==> src/rtl/tt_scan_pkg.sv <==
// Shared types and constants for the truth-table scan controller.
//   state_e    : controller states (IDLE, RUN, DONE)
//   NUM_VEC    : number of input vectors of a 3-input unit
//   VEC_W      : width of the vector index
//   TT_W       : width of a captured/expected truth table
//   hold_cnt_w : width of a counter that must reach HOLD_CYCLES-1 (at least 1 bit)
package tt_scan_pkg;

    localparam int unsigned NUM_VEC = 8;
    localparam int unsigned VEC_W   = 3;
    localparam int unsigned TT_W    = 8;

    typedef enum logic [1:0] {
        IDLE = 2'd0,
        RUN  = 2'd1,
        DONE = 2'd2
    } state_e;

    function automatic int unsigned hold_cnt_w(input int unsigned hold);
        return (hold > 1) ? $clog2(hold) : 1;
    endfunction

endpackage

==> src/rtl/tt_hold_counter.sv <==
// Counts the cycles a vector has been applied to the unit under test.
//   clk     : rising-edge clock
//   rst_n   : asynchronous active-low reset
//   clear   : synchronous return to zero (wins over enable)
//   enable  : advance by one, wrapping to zero after HOLD_CYCLES-1
//   last    : count is at HOLD_CYCLES-1, i.e. this cycle closes the hold window
module tt_hold_counter
    import tt_scan_pkg::*;
#(
    parameter int unsigned HOLD_CYCLES = 4
) (
    input  logic clk,
    input  logic rst_n,
    input  logic clear,
    input  logic enable,
    output logic last
);

    localparam int unsigned CntW = hold_cnt_w(HOLD_CYCLES);
    localparam logic [CntW-1:0] LastVal = CntW'(HOLD_CYCLES - 1);

    logic [CntW-1:0] cnt_q, cnt_d;

    assign last = (cnt_q == LastVal);

    always_comb begin
        cnt_d = cnt_q;
        if (clear) begin
            cnt_d = '0;
        end else if (enable) begin
            cnt_d = last ? '0 : cnt_q + 1'b1;
        end
    end

    always_ff @(posedge clk or negedge rst_n) begin
        if (!rst_n) begin
            cnt_q <= '0;
        end else begin
            cnt_q <= cnt_d;
        end
    end

endmodule

==> src/rtl/tt_scan_ctrl.sv <==
// Exhaustive scan sequencer for a 3-input, 1-output combinational unit.
// Steps the unit through vectors 000..111 (dut_a is the MSB), holding each for
// HOLD_CYCLES cycles, samples dut_out at the end of each hold window into an
// 8-bit truth table and compares it against the table latched at start.
//   clk, rst_n        : clock, asynchronous active-low reset
//   start             : begin a scan (accepted in IDLE only)
//   abort             : cancel a running scan, keeps partial capture
//   expected[7:0]     : expected truth table, bit i = output for vector i
//   dut_out           : output of the unit under test
//   dut_a/dut_b/dut_c : unit inputs, {dut_a,dut_b,dut_c} = vector index
//   busy              : scan in progress
//   done              : one-cycle completion pulse
//   pass              : captured == expected, valid from done until next start
//   captured[7:0]     : sampled truth table
//   mismatch[7:0]     : captured ^ expected, valid from done until next start
module tt_scan_ctrl
    import tt_scan_pkg::*;
#(
    parameter int unsigned HOLD_CYCLES = 4
) (
    input  logic            clk,
    input  logic            rst_n,
    input  logic            start,
    input  logic            abort,
    input  logic [TT_W-1:0] expected,
    input  logic            dut_out,
    output logic            dut_a,
    output logic            dut_b,
    output logic            dut_c,
    output logic            busy,
    output logic            done,
    output logic            pass,
    output logic [TT_W-1:0] captured,
    output logic [TT_W-1:0] mismatch
);

    localparam logic [VEC_W-1:0] LastVec = VEC_W'(NUM_VEC - 1);

    state_e           state_q, state_d;
    logic [VEC_W-1:0] vec_q, vec_d;
    logic [VEC_W-1:0] dut_vec_q, dut_vec_d;
    logic [TT_W-1:0]  exp_q, exp_d;
    logic [TT_W-1:0]  cap_q, cap_d;
    logic [TT_W-1:0]  mis_q, mis_d;
    logic             pass_q, pass_d;

    logic hold_clear;
    logic hold_en;
    logic hold_last;

    tt_hold_counter #(
        .HOLD_CYCLES (HOLD_CYCLES)
    ) u_hold (
        .clk    (clk),
        .rst_n  (rst_n),
        .clear  (hold_clear),
        .enable (hold_en),
        .last   (hold_last)
    );

    always_comb begin
        state_d    = state_q;
        vec_d      = vec_q;
        exp_d      = exp_q;
        cap_d      = cap_q;
        mis_d      = mis_q;
        pass_d     = pass_q;
        hold_clear = 1'b1;
        hold_en    = 1'b0;

        unique case (state_q)
            IDLE: begin
                if (start) begin
                    state_d = RUN;
                    vec_d   = '0;
                    exp_d   = expected;
                    cap_d   = '0;
                    mis_d   = '0;
                    pass_d  = 1'b0;
                end
            end
            RUN: begin
                hold_clear = 1'b0;
                hold_en    = 1'b1;
                if (abort) begin
                    // Abort wins over a sample due on the same edge.
                    state_d    = IDLE;
                    hold_clear = 1'b1;
                    pass_d     = 1'b0;
                end else if (hold_last) begin
                    cap_d[vec_q] = dut_out;
                    vec_d        = vec_q + 1'b1;
                    if (vec_q == LastVec) begin
                        // Compare on the final sampling edge so that mismatch and
                        // pass are already valid in the cycle done is high.
                        state_d = DONE;
                        mis_d   = cap_d ^ exp_q;
                        pass_d  = ~|(cap_d ^ exp_q);
                    end
                end
            end
            DONE: begin
                state_d = IDLE;
            end
            default: begin
                state_d = IDLE;
            end
        endcase

        // Unit inputs follow the vector only while scanning, 000 otherwise.
        dut_vec_d = (state_d == RUN) ? vec_d : '0;
    end

    always_ff @(posedge clk or negedge rst_n) begin
        if (!rst_n) begin
            state_q   <= IDLE;
            vec_q     <= '0;
            dut_vec_q <= '0;
            exp_q     <= '0;
            cap_q     <= '0;
            mis_q     <= '0;
            pass_q    <= 1'b0;
        end else begin
            state_q   <= state_d;
            vec_q     <= vec_d;
            dut_vec_q <= dut_vec_d;
            exp_q     <= exp_d;
            cap_q     <= cap_d;
            mis_q     <= mis_d;
            pass_q    <= pass_d;
        end
    end

    assign {dut_a, dut_b, dut_c} = dut_vec_q;
    assign busy     = (state_q == RUN);
    assign done     = (state_q == DONE);
    assign pass     = pass_q;
    assign captured = cap_q;
    assign mismatch = mis_q;

endmodule

==> config.mk <==
export PLATFORM = sky130hd
export DESIGN_NAME = tt_scan_ctrl
export DESIGN_NICKNAME = d
export VERILOG_FILES = /design/src/rtl/tt_scan_pkg.sv /design/src/rtl/tt_hold_counter.sv /design/src/rtl/tt_scan_ctrl.sv
export SDC_FILE = /design/constraint.sdc
export NUM_CORES = 1
export LEC_CHECK = 0
export BUFFER_PORTS_ARGS = -buffer_cell sky130_fd_sc_hd__buf_2
export CAP_MARGIN = 20
export CORE_MARGIN = 2
export CORE_UTILIZATION = 40
export CTS_CLUSTER_SIZE = 14
export DETAILED_ROUTE_END_ITERATION = 10
export GPL_TIMING_DRIVEN = 0
export PLACE_DENSITY = 0.63
export SYNTH_ARGS = -nofsm -noshare
export SYNTH_HDL_FRONTEND = slang
export SYNTH_SLANG_ARGS = --single-unit
==> constraint.sdc <==
create_clock -name clk -period 1.95 [get_ports clk]
set_input_delay 0.39 -clock clk [delete_from_list [all_inputs] [get_ports clk]]
set_output_delay 0.39 -clock clk [all_outputs]
set_load 0.005 [all_outputs]
# After elaboration in Yosys (flattened, before gate mapping)
# Cells that the tools add are included.
[totals] mem_count=0 inputBits=13 latchBits=0 reg_bits=35 mem_bits_ro=0 mem_bits_rw=0 wordCells=66
[classes] n_div=0 shift=0 mux=32 order_cmp=2 multipliers=0 addsub=2 n_reduce_logical=10 n_eq_ne=11 n_bitwise=1
[op_table] op="8-bit two-way mux" count=6
[op_table] op="8-bit case mux with 2 select lines" count=2
[op_table] op="2-bit two-way mux" count=7
[op_table] op="3-bit two-way mux" count=4
[op_table] op="8-bit bitwise mux" count=1
[op_table] op="1-bit two-way mux" count=8
[op_table] op="4-bit AND reduction" count=2
[op_table] op="8-bit OR reduction" count=1
[op_table] op="8-bit bitwise XOR" count=1
[op_table] op="3-bit by 2-bit != test with 1-bit output, second input constant" count=2
[op_table] op="3-bit case mux with 2 select lines" count=1
[op_table] op="5-bit AND reduction" count=1
[op_table] op="2-bit by 1-bit equality test with 1-bit output, second input constant" count=2
[op_table] op="2-bit equality test, second input constant" count=2
[op_table] op="3-bit by 4-bit < comparator with 1-bit output, second input constant" count=1
[op_table] op="2-bit by 1-bit != test with 1-bit output, second input constant" count=2
[op_table] op="2-bit != test, second input constant" count=2
[op_table] op="2-bit case mux with 2 select lines" count=1
[op_table] op="2-bit nonzero test" count=2
[op_table] op="3-bit by 1-bit adder with 3-bit output, second input constant" count=1
[op_table] op="1-bit demux with 3-bit select" count=1
[op_table] op="3-bit equality test, second input constant" count=1
[op_table] op="3-bit by 1-bit >= comparator with 1-bit output, second input constant" count=1
[op_table] op="2-bit by 1-bit adder with 2-bit output, second input constant" count=1
[op_table] op="other kinds (5)" count=5

# Depth between registers and ports, before layout
[logic_depth] ltp_word=12 mapped_depth=6

# Modules after synthesis
# A second synthesis with hierarchy kept.
[unflattened] hier_cells=186 hier_area_um2=1764.2
[by_module_without_submodules] mod="tt_scan_ctrl" cells_per_inst=178 n_inst=1 area_per_inst_um2=1664.1
[by_module_without_submodules] mod="tt_hold_counter" cells_per_inst=8 n_inst=1 area_per_inst_um2=100.1

# Worst setup path before layout
# No wires, ideal clock.
[synth_path] path_type="reg2reg" from="register vec_q[1]" to="register pass_q (netlist: pass)" path_buffers=1 t_arrival_ns=1.473 setup_ns=0.120 path_slack_ns=0.357 stages_incl_launch_ff=7 synth_period_minus_slack_ns=1.593 path_cell_list="dfrtp_1 -> buf_6 -> nor3_1 -> mux2i_1 -> xnor2_1 -> nor3_1 -> a41o_1"
[synth_between] elab_chain_len=12
[synth_rtl] element="start: declaration" line="tt_scan_ctrl.sv:40" source="logic [VEC_W-1:0] vec_q, vec_d;"
[synth_rtl] element="start signal: assignment" line="tt_scan_ctrl.sv:125" source="vec_q <= vec_d;"
[synth_rtl] element="3-bit by 4-bit < comparator with 1-bit output (implied by the code) or 3-bit by 1-bit >= comparator with 1-bit output (tied branches)" line="tt_scan_ctrl.sv:91" source="cap_d[vec_q] = dut_out;"
[synth_rtl] element="1-bit logical AND (implied by the code)" line="tt_scan_ctrl.sv:91"
[synth_rtl] element="1-bit two-way mux (implied by the code)" line="tt_scan_ctrl.sv:91"
[synth_rtl] element="1-bit demux with 3-bit select" line="tt_scan_ctrl.sv:91"
[synth_rtl] element="8-bit bitwise mux" line="tt_scan_ctrl.sv:91"
[synth_rtl] element="8-bit bitwise XOR" line="tt_scan_ctrl.sv:98" source="pass_d = ~|(cap_d ^ exp_q);"
[synth_rtl] element="8-bit OR reduction" line="tt_scan_ctrl.sv:98"
[synth_rtl] element="1-bit zero test" line="tt_scan_ctrl.sv:98"
[synth_rtl] element="1-bit two-way mux" line="tt_scan_ctrl.sv:93" source="if (vec_q == LastVec) begin"
[synth_rtl] element="1-bit two-way mux" line="tt_scan_ctrl.sv:90" source="end else if (hold_last) begin"
[synth_rtl] element="1-bit two-way mux" line="tt_scan_ctrl.sv:85" source="if (abort) begin"
[synth_rtl] element="1-bit case mux with 2 select lines" line="tt_scan_ctrl.sv:71" source="unique case (state_q)"
[synth_rtl] element="end signal: assignment" line="tt_scan_ctrl.sv:130" source="pass_q <= pass_d;"
[synth_rtl] element="end: declaration" line="tt_scan_ctrl.sv:45" source="logic pass_q, pass_d;"
# Several ways; a longest one is shown, not always the timed one. The select of a mux whose other input is x is not followed.
# A chain may end at the register's enable or synchronous reset.

# Worst setup path after layout
# Ends and elaborated chain as after synthesis.

==> results.yml <==
sta:
  relSlewSlack_pct: 47.6
  fin_crit_sh_pct: 94.0
  final-hold-violation-count: 0
  fmax_ghz: 0.545
  clock_skew_ns: 0.0101
  tns_ns: 0
  rsz0062_at_grt: "false"
  final_max_slew_viol_count: 0
  tightest_slew_ns: 0.786
  min_period_ns: 1.83
  setup_viol: 0
finish:
  final_util_pct: 50.2
  mostFrequentLayoutCells: "nand2_1, buf_2, dfrtp_1, nand3_1"
  fillerInstances: 395
  diodes: 0
  multi_input_area_um2: 753
  regArea_um2: 876
  final_nets: 221
  layout_commonest_cell: "nand2_1"
  syn_to_final_growth_pct: 19.7
  drive_gt1_share_pct: 27.2
synthesis:
  syn_area_per_cell_um2: 10.3
  seq_area_frac_synth_pct: 51.8
  synth_seq_cells: 35
  yosys_warnings: 0
  synth_area_leaders: "dfrtp_1, nand2_1, mux2i_1, a22o_1, xnor2_1"
  yosysUniqueCellTypes: 30
  netlist_area_mm2: 0.00169
  netlist.area_leader.share_pct: 51.8
  syn-num-nets: 180
  synth_top_cell_by_area: "dfrtp_1"
  syn_inst: 164
drt:
  via_per_inst: 5.15
  dr.max_layer_used: "met4"
  first_iter_violations: 61
  remaining_drc_errors: 0
  wl_met2_um: 1670
  totalWireLength_um: 3620
  first_pass_iters: 4
  met3_length_um: 215
  routed-via-count: 1318
  drt-met1-wl_um: 1640
  routedWlPerCell_um: 14.1
  ant_nets: 0
clock_network:
  cts_tree: "yes"
  cts-buffers-inserted: 5
  clkTransAtPathRegs_ns: 0.08
  clkLatencyLatePin_ns: 0.29
  clock_path_buffers: 2
  cts_hold_buf: 0
  root_buffer: "clkbuf_8"
  cts.htree.levels: 2
  cts_sinks: 35
power:
  ir_worst_vdd_v: 0.000474
  pwr_density_cell_mw_per_mm2: 744
  p_leak_uw: 0.00116
floorplan:
  dieArea_mm2: 0.00477
  rows: 23
  core_area_mm2: 0.00403
  ios: 35
  die_y_um: 69.0
  die_x_um: 69.0
  start_util_pct: 42.0
placed_design:
  gp_congestion: 0.780
  dpl.hpwl_um: 2660
  port-buffer-count: 34
critical_path:
  critPathMaxFanout: 9
  required_ns: 2.19
  crit_path_end_kind: "register"
  worst_setup_path_start_kind: "register"
  cp_data_arrival_time_ns: 2.07
  worstSetupPathType: "reg -> reg"
run:
  maxCapViolCount: 0
grt:
  grt-ovfl-total: 0
  antenna_found_initial: 0
  grt_pass1_wl_um: 6510
  grt_max_degree: 36
  grt_pass1_vias: 1385
  track_usage_pct: 17.1
worst_hold_path:
  hold_class: "in -> async"
outcome:
  status: "finished, final reports clean"
worst paths after layout:
| kind | startpoint | to | slack (ns) | cells past startpoint |
|---|---|---|---|---|
| min in group clk | expected[2] | exp_q[2] | 0.28 | 3 |
| hold reg to reg | u_hold.cnt_q[0] | u_hold.cnt_q[0] | 0.44 | 1 |
| setup / recovery | vec_q[1] | pass | 0.12 | 6 |
| hold / removal | rst_n | state_q[0] | 0.18 | 1 |
| setup reg to reg | vec_q[1] | pass | 0.12 | 6 |
| max in group asynchronous | rst_n | exp_q[3] | 1.27 | 1 |
what timing repair did:
item,in CTS,in global routing
buffers inserted,0,0
resized for setup,0,2
endpoints found under the setup margin,0,1
hold endpoints to repair,0,0
logic make-up (layout without fill, tap and decap cells):
family          after synthesis  count (layout)  synth area share [%]
compound gates               26              26                  10.3
mux                           9               9                  5.40
fa+ha+maj                     3               3                  2.22
xor+xnor                      8               8                  4.14
simple gates                 70              70                  21.8
flops                        35              35                  51.8
buf+inv                      13              55                  4.36
report_power, final:
| group | switching, uW | leakage, uW | internal (uW) |
|---|---|---|---|
| registers | 27.9 | 0.000473 | 767 |
| logic | 115 | 0.000644 | 73.1 |
| clock network | 277 | 0.0000402 | 248 |
| total | 419 | 0.00116 | 1090 |
per-layer routing:
metal	global-route usage [%]	up-vias
met2	27.5	43
met4	6.32	0
li1	-	641
met3	5.70	9
met1	21.4	625
met5	0	-
through the flow:
stage	instance area [um2]	hold WS [ns]	cells	setup slack, ns	power, uW
2_1_floorplan	1690	0.0944	164	0.357	925
3_3_place_gp	1920	0.425	248	0.126	984
3_5_place_dp	1920	0.442	248	0.130	993
4_1_cts	2010	0.198	256	0.0904	1520
5_1_grt	2020	0.231	256	0.0227	1600
6_report	2020	0.177	256	0.116	1510
critical path, stage by stage, from the launching register on:
cell and delay, ns:
dfrtp_1 0.40, buf_6 0.15, nor3b_2 0.26, mux2i_1 0.31, xnor2_1 0.14, nor4_2 0.30
a41o_1 0.22
state kept, by name, indices dropped and copies added (netlist names):
name          cells
captured          8
dut_vec_q         3
exp_q             8
mismatch          8
pass              1
state_q           2
u_hold.cnt_q      2
vec_q             3
cells in the mapped netlist, drive strengths merged:
| library cell | n |
|---|---|
| mux2 | 1 |
| o2bb2ai | 1 |
| a41o | 1 |
| nand2b | 1 |
| ha | 3 |
| xor2 | 1 |
| nor3 | 2 |
| clkbuf | 2 |
| nand3b | 3 |
| mux2i | 8 |
| nand3 | 9 |
| nand2 | 37 |
| inv | 5 |
| nor3b | 5 |
| buf | 5 |
| clkinv | 1 |
| and2 | 4 |
| o22ai | 4 |
| o21ai | 4 |
| dfrtp | 35 |
| nor2b | 2 |
| a22o | 8 |
| xnor2 | 7 |
| nor2 | 6 |
| a21oi | 8 |
| nor4 | 1 |
cell type report:
| type | count | area share (%) |
|---|---|---|
| sequential | 35 | 43.3 |
| multi-input combinational | 116 | 37.2 |
| timing repair buffer | 34 | 8.41 |
| clock buffer | 5 | 3.40 |
| tap | 50 | 3.09 |
| buffer | 7 | 2.53 |
| inverter | 6 | 1.11 |
| clock inverter | 3 | 0.989 |
No activity file was read; power rests on OpenSTA's default activity.
